**src/rtl/conv_out_collector.sv**
```systemverilog
// Collects PE accumulator samples of one valid-convolution frame, quantizes them and buffers them in an FWFT FIFO.
// Optional ReLU ahead of saturation: define CONV_OUT_RELU_EN.
module conv_out_collector #(
    parameter int unsigned KERNEL_SIZE = 3,
    parameter int unsigned FM_SIZE     = 4,
    parameter int unsigned OUT_WIDTH   = 16,
    parameter int unsigned SHIFT       = 0,
    parameter int unsigned FIFO_DEPTH  = 4
) (
    input  logic                        i_clk,
    input  logic                        i_rst,
    input  logic                        i_en,
    input  logic signed [47:0]          i_P,
    output logic signed [OUT_WIDTH-1:0] o_data,
    output logic                        o_valid,
    input  logic                        i_ready,
    output logic                        o_done,
    output logic                        o_overflow
);
    localparam int unsigned LAST_COL = FM_SIZE - KERNEL_SIZE;
    localparam int unsigned OUTS     = (LAST_COL + 1) * (LAST_COL + 1);
    localparam int unsigned CW       = (FM_SIZE > 1) ? $clog2(FM_SIZE) : 1;
    localparam int unsigned NW       = $clog2(OUTS + 1);
    localparam int unsigned AW       = $clog2(FIFO_DEPTH);
    localparam int unsigned DW       = AW + 1;

    localparam logic [CW-1:0]      COL_ACC_MAX = CW'(LAST_COL);
    localparam logic [CW-1:0]      COL_MAX     = CW'(FM_SIZE - 1);
    localparam logic [NW-1:0]      ACC_LAST    = NW'(OUTS - 1);
    localparam logic [DW-1:0]      FULL_CNT    = DW'(FIFO_DEPTH);
    localparam logic signed [47:0] SAT_MAX     = {{(49 - OUT_WIDTH){1'b0}}, {(OUT_WIDTH - 1){1'b1}}};
    localparam logic signed [47:0] SAT_MIN     = ~SAT_MAX;

    typedef enum logic [1:0] {IDLE, COLLECT, DRAIN, DONE} state_t;

    state_t                      state;
    logic [CW-1:0]               col;
    logic [CW-1:0]               row;
    logic [NW-1:0]               n_acc;
    logic                        q_valid;
    logic signed [OUT_WIDTH-1:0] q_data;
    logic signed [OUT_WIDTH-1:0] mem [FIFO_DEPTH];
    logic [AW-1:0]               wr_ptr;
    logic [AW-1:0]               rd_ptr;
    logic [AW-1:0]               rd_next;
    logic [DW-1:0]               count;
    logic [DW-1:0]               count_left;
    logic                        take;
    logic                        accept;
    logic                        pop;
    logic                        push;
    logic                        drop;
    logic signed [47:0]          shifted;
    logic signed [OUT_WIDTH-1:0] quant;

    // Acceptance, FIFO handshake and quantizer datapath.
    always_comb begin
        take       = i_en && (state == IDLE || state == COLLECT);
        accept     = take && (col <= COL_ACC_MAX);
        pop        = o_valid && i_ready;
        push       = q_valid && ((count != FULL_CNT) || pop);
        drop       = q_valid && (count == FULL_CNT) && !pop;
        count_left = count - DW'(pop);
        rd_next    = rd_ptr + AW'(pop);
        shifted    = i_P >>> SHIFT;
`ifdef CONV_OUT_RELU_EN
        if (shifted[47]) shifted = '0;
`endif
        if (shifted > SAT_MAX)      quant = SAT_MAX[OUT_WIDTH-1:0];
        else if (shifted < SAT_MIN) quant = SAT_MIN[OUT_WIDTH-1:0];
        else                        quant = shifted[OUT_WIDTH-1:0];
    end

    // Head register only reloads from words already stored before this edge, giving two-cycle latency.
    always_ff @(posedge i_clk) begin
        if (i_rst) begin
            state      <= IDLE;
            col        <= '0;
            row        <= '0;
            n_acc      <= '0;
            q_valid    <= 1'b0;
            q_data     <= '0;
            wr_ptr     <= '0;
            rd_ptr     <= '0;
            count      <= '0;
            o_valid    <= 1'b0;
            o_data     <= '0;
            o_done     <= 1'b0;
            o_overflow <= 1'b0;
        end else begin
            q_valid <= accept;
            if (accept) q_data <= quant;
            if (push) begin
                mem[wr_ptr] <= q_data;
                wr_ptr      <= wr_ptr + AW'(1);
            end
            if (drop) o_overflow <= 1'b1;
            rd_ptr  <= rd_next;
            count   <= count_left + DW'(push);
            o_valid <= (count_left != '0);
            if (count_left != '0) o_data <= mem[rd_next];
            o_done  <= 1'b0;

            case (state)
                IDLE, COLLECT: begin
                    if (take) begin
                        if (col == COL_MAX) begin
                            col <= '0;
                            row <= row + CW'(1);
                        end else begin
                            col <= col + CW'(1);
                        end
                        state <= COLLECT;
                        if (accept) begin
                            n_acc <= n_acc + NW'(1);
                            if (n_acc == ACC_LAST) state <= DRAIN;
                        end
                    end
                end
                DRAIN: begin
                    if (!q_valid && count == '0) begin
                        state  <= DONE;
                        o_done <= 1'b1;
                    end
                end
                DONE: begin
                    state <= IDLE;
                    col   <= '0;
                    row   <= '0;
                    n_acc <= '0;
                end
                default: state <= IDLE;
            endcase
        end
    end
endmodule

```
**config.mk**
```make
export PLATFORM = sky130hd
export DESIGN_NAME = conv_out_collector
export DESIGN_NICKNAME = d
export VERILOG_FILES = /design/src/rtl/conv_out_collector.sv
export SDC_FILE = /design/constraint.sdc
export NUM_CORES = 1
export LEC_CHECK = 0
export CORE_ASPECT_RATIO = 0.6
export CORE_MARGIN = 2
export CORE_UTILIZATION = 30
export DETAILED_ROUTE_END_ITERATION = 8
export PLACE_DENSITY = 0.6
export SYNTH_ARGS = -nofsm -noshare
export SYNTH_HDL_FRONTEND = slang
export SYNTH_SLANG_ARGS = --single-unit
```
**constraint.sdc**
```tcl
create_clock -name i_clk -period 2.69 [get_ports i_clk]
set_input_delay 0.538 -clock i_clk [delete_from_list [all_inputs] [get_ports i_clk]]
set_output_delay 0.538 -clock i_clk [all_outputs]
set_load 0.03 [all_outputs]
```
[Yosys cells after proc, flatten, opt, wreduce, memory -nomap -nowiden]
Memories as Yosys holds them, arrays and structs flattened. A register that Yosys moved wholly into a read port is not among the register bits.
Cells that the tools add are included.
Cells by class
  order comparisons: 3
  bitwise operators: 1
  reduce and logical (&&, ||, !) cells: 20
  $add $sub $neg: 6
  eq/ne operators: 10
  multiplexer cells: 17
Operators by type and width (number)
  $gt 48x16->1 const B: 1
  $lt 48x16->1 const B: 1
  $mux 16: 2
  $mux 2: 6
  $logic_and 1x1->1: 7
  $eq 2x2->1 const B: 3
  $mux 3: 2
  $ne 2x2->1 const B: 3
  $pmux 2 s3: 1
  $pmux 3 s2: 1
  $add 2x1->2 const B: 2
  $mux 1: 4
  $pmux 2 s2: 1
  $reduce_and 2->1: 2
  $reduce_or 2->1: 2
  $add 3x1->3: 1
  $add 3x1->3 const B: 1
  $eq 3x2->1 const B: 1
  $eq 3x3->1 const B: 1
  $logic_not 3->1: 1
  $ne 3x3->1 const B: 1
  $reduce_and 3->1: 1
  $reduce_bool 3->1: 1
  $sub 3x1->3: 1
  8 further kinds: 10
Storage, ports and cells
  bits in registers: 34
  memories: 1
  word-level logic and storage cells: 69
  bits of input ports: 52
  RAM bits: 64
  output and inout bits: 19
Memory list
  mem: depth 4, width 16, rd ports 1, clocked after memory_dff 1, wr ports 1, line 42  | logic signed [OUT_WIDTH-1:0] mem [FIFO_DEPTH];

[Logic depth before layout (Yosys ltp)]
  depth after elaboration: 7
  depth in mapped cells: 10
  depth with buffers taken out: 8

[Least setup slack after synthesis]
Ideal clock, no wire load.
  path type: input -> register
  start point: input i_ready
  end point: register o_data[0] (read register of mem)
  arrival: 2107 ps
  required time: 2558 ps
  stages on the path: 8
  path buffers: 2
  setup time: 132 ps
  setup slack: 451 ps
  cell sequence: nand2_1 > inv_1 > ha_1 > buf_2 > buf_2 > mux4_2 > nand2_1 > a21oi_1
On the way
  elaborated cells on any way between the ends: 4
  those cells by class: 2 x add/sub; 2 x reduce/logical
RTL lines
  start: declaration: line 16  | input logic i_ready,
  $logic_and 1x1->1: line 60  | pop = o_valid && i_ready;
  $add 2x1->2: line 64  | rd_next = rd_ptr + AW'(pop);
  named net rd_next[0]: line 45  | logic [AW-1:0] rd_next;
  end: declaration: line 14  | output logic signed [OUT_WIDTH-1:0] o_data,
The timed path passes the listed nets, and every way through them passes these cells.
A chain may end at the register's enable or synchronous reset.

[Worst setup path after layout]
  start point: input i_P[47]
  end point: register q_data[11]
On the way
  word-level cells in the longest chain between the ends: 3
  elaborated cells on any way between the ends: 4
  those cells by class: 2 x order compare; 2 x mux
RTL lines
  start: declaration: line 13  | input logic signed [47:0] i_P,
  $lt 48x16->1: line 70  | else if (shifted < SAT_MIN) quant = SAT_MIN[OUT_WIDTH-1:0];
  $mux 16: line 70
  $mux 16 *: line 69  | if (shifted > SAT_MAX) quant = SAT_MAX[OUT_WIDTH-1:0];
  end signal: assignment: line 92  | if (accept) q_data <= quant;
  end: declaration: line 41  | logic signed [OUT_WIDTH-1:0] q_data;
Every way passes the cells marked *; elsewhere a longest branch is shown, timed or not.

==> summary.txt <==
Run status
  – Outcome: finished clean

Drt
  – Vias after detailed routing: approximately 3100
  – Violation count after the first detailed-routing iteration: ~250
  – Post-route DRC: 0
  – Vias per cell: approximately 4.8
  – WL per Instance: between 15 and 20 microns
  – Final antenna-violating net count: 0
  – Routed Wire Length: around 11000 microns
  – Router iterations before antenna repair: 4

Logic synthesis
  – Post-synthesis cell type with the largest combined area: edfxtp_1
  – Cells taking the most area after synthesis: edfxtp_1 41%, dfxtp_1 22%, mux4_2 7.7%
  – Top-area cell type share of the netlist area: 0.413
  – Synth warn: 0
  – Net count after synthesis: a little over 400
  – Synthesized instance count: 350
  – Netlist area before placement: between 4000 and 5000 sq um
  – Average size of a mapped cell: 13.3 sq um
  – Post-synthesis sequential area ratio: 0.628
  – Flops & latches, synth: approximately 110
  – Number of unique standard cell types used by synthesis: 37

Pwr
  – Net switching power: ~1.7 mW
  – Total internal power: 4.11 mW
  – Clock network fraction of design power: 0.345
  – Power per cell area: about 950 nW/um^2
  – Leakage power of the design: around 2.2 nW
  – Proportion of total power due to net switching: 0.299
  – Proportion of power drawn by flip-flops and latches: 0.381
  – Largest vdd supply drop: 0.504 mV
  – Fraction of power consumed by combinational cells: 0.274

Worst setup path
  – Delay of the slowest cell on the worst path: ~0.55 ns
  – Data arrival at the endpoint of the critical path: 2.50 ns
  – Required time at the endpoint of the critical path: around 3 ns
  – Kind of cell adding the most delay to the critical path: compound AO/OA/AOI/OAI gates
  – Worst setup SP type: input port
  – Worst R2R Path Depth: 7
  – Slack of the worst reg-to-reg path: 0.88 ns
  – CP max-delay cell: o31a_1
  – Critical Path, Cell by Cell: clkdlybuf4s50_1, nand4_1, or4_1, o31a_1, o32ai_1
  – CP max FO: 15
  – Crit path depth: 5
  – Category of the worst setup path capture point: flip-flop
  – Crit path buffers/inverters: 1
  – Worst Setup Path Type: input port to flip-flop

Final layout
  – Number of antenna cells inserted: 0
  – Commonest non-fill, non-tap cell in the layout: clkdlybuf4s50_1
  – Commonest cells after routing, fill and taps aside: 69 x clkdlybuf4s50_1, 64 x edfxtp_1, 50 x dfxtp_1
  – Non-filler cells in the finished layout: 650
  – Fin util: 0.405
  – Number of nets in the layout: approximately 500
  – Fraction of final layout cells with drive strength greater than 1: 0.157
  – Layout Area Growth over Synthesis: 32.8%

STA
  – Final setup violating endpoints: 0
  – Worst hold margin: around 0.45 ns
  – Setup TNS: 0 ns
  – Worst slew margin: 0.456
  – Final min period: between 2 and 2.5 ns
  – Pins over their slew limit: 0
  – Final worst path period share: 0.817
  – Hold violation count in the final report: 0
  – RSZ-0062 raised after global routing: false
  – Fin Clk Skew: between 0.009 and 0.01 ns
  – FMAX: approximately 460 MHz
  – Worst path setup slack after routing: between 0.4 and 0.5 ns
  – Slew at the pin closest to its max-slew limit: 0.816 ns

Clock tree
  – Post-CTS setup repair buffer count: 0
  – TritonCTS clock tree: done
  – Clock edge transition at the registers on the reported setup and hold paths: 0.05 ns
  – Quantity of gates resized following cts: 0
  – CTS hold repair buffers: 0
  – Root Buffer Master: clkbuf_16
  – Clock Latency Late Sink: 0.40 ns
  – Number of H-tree branching levels: 4
  – Sink Count: approximately 110
  – Number of clock buffers inserted by TritonCTS: 17
  – Maximum count of clock buffers along a single path: 2

Floorplanning
  – Area of the die: between 15000 and 20000 sq um
  – Placement Rows: 35
  – Core region area: 15200 sq um
  – Number of placed I/O pins: approximately 70
  – Initial Util: 0.305
  – Die width: roughly 160 microns
  – Floorplan die height: around 100 microns

Place
  – Routability congestion estimate: around 0.75
  – Minimum setup slack after placement: 0.120 ns
  – DPL Wire Length: around 7000 microns
  – Inst Count DP: just over 600
  – PortBufs: 70

Global routing
  – Initial antenna violation count: 0
  – Largest net degree at the start of global routing: 49
  – GRT Overall Usage: 0.137
  – First-pass GRT wire length: roughly 17000 microns
  – Overall overflow remaining after global route: 0
  – Number of global-route vias before repair: 3158

Min path
  – Worst min-delay path class: flip-flop to flip-flop
  – Hold path cells: 2

Run
  – Number of maximum-capacitance constraint violations: 0
-- per-stage QoR --
step / cell area [sq um] / total power [mW]
after floorplan: 4650 / 3.20
after global placement: 5640 / 3.87
after detailed placement: 5640 / 3.90
after CTS: 6180 / 5.94
after global routing: 6180 / 6.19
final: 6180 / 5.86
-- Yosys cell counts (all sizes together) --
cell type,instances
edfxtp,64
dfxtp,50
nand2,40
nor2,31
a21oi,21
mux4,16
o211ai,15
o32ai,15
ha,13
clkbuf,11
inv,11
nand4,9
buf,7
nor4,7
and3,6
nand3,5
nor2b,5
nand2b,3
xnor2,3
a31oi,2
mux2i,2
nor3,2
or4,2
xor2,2
a211o,1
a41oi,1
and2,1
o21ai,1
o22a,1
o31a,1
o31ai,1
or4b,1
-- state kept, by name, indices dropped and copies added (netlist names), 3 cells and up --
name	count
mem	64
o_data	16
q_data	16
count	3
n_acc	3
-- power groups by stage --
| stage | sequential [mW] | combinational [mW] | clock (mW) |
|---|---|---|---|
| after CTS | 2.24 | 1.64 | 2.06 |
| after global routing | 2.26 | 1.78 | 2.15 |
| final | 2.23 | 1.60 | 2.02 |
| after floorplan | 2.46 | 0.740 | 0 |
| after global placement | 2.26 | 1.61 | 0 |
| after detailed placement | 2.27 | 1.63 | 0 |
-- kinds of logic (layout without fill, tap and decap cells) --
group / Yosys count / count (layout) / share of synthesized area
AOI/OAI and AO/OA: 59 / 59 / 0.105
adders and majority gates: 13 / 13 / 0.0350
DFF: 114 / 114 / 0.628
muxes: 18 / 18 / 0.0817
xor gates and xnor gates: 5 / 5 / 0.00941
and+or+nand+nor: 112 / 112 / 0.113
buffers and inverters: 29 / 126 / 0.0274
-- worst register-to-register path: stages (launching register included) --
cell	delay [ns]
dfxtp_1	0.30
nand2_1	0.11
inv_1	0.07
ha_1	0.31
buf_12	0.19
mux4_2	0.53
nand2_1	0.09
a21oi_1	0.06
-- final cells by class --
class	instances	area, sq um
fillers	1443	9060
flip-flops and latches	114	2920
multi-input cells	207	1610
repair buffers	83	818
clock buffers	24	472
well taps	203	254
clock inverters	8	63.8
inverters	11	41.3
-- final timing paths --
path / startpoint / end
min reg2reg: o_data[10] / o_data[10]
min: o_data[10] / o_data[10]
max reg2reg: o_valid / o_data[6]
max: i_P[47] / q_data[11]
-- metal layers --
metal,up-vias,global-route usage,share of wire
li1,1504,-,-
met1,1488,0.198,0.50
met2,98,0.194,0.42
met3,9,0.0424,0.072
met4,0,0.0462,0.0076
met5,-,0,0
Power figures use the tool's default switching activity.
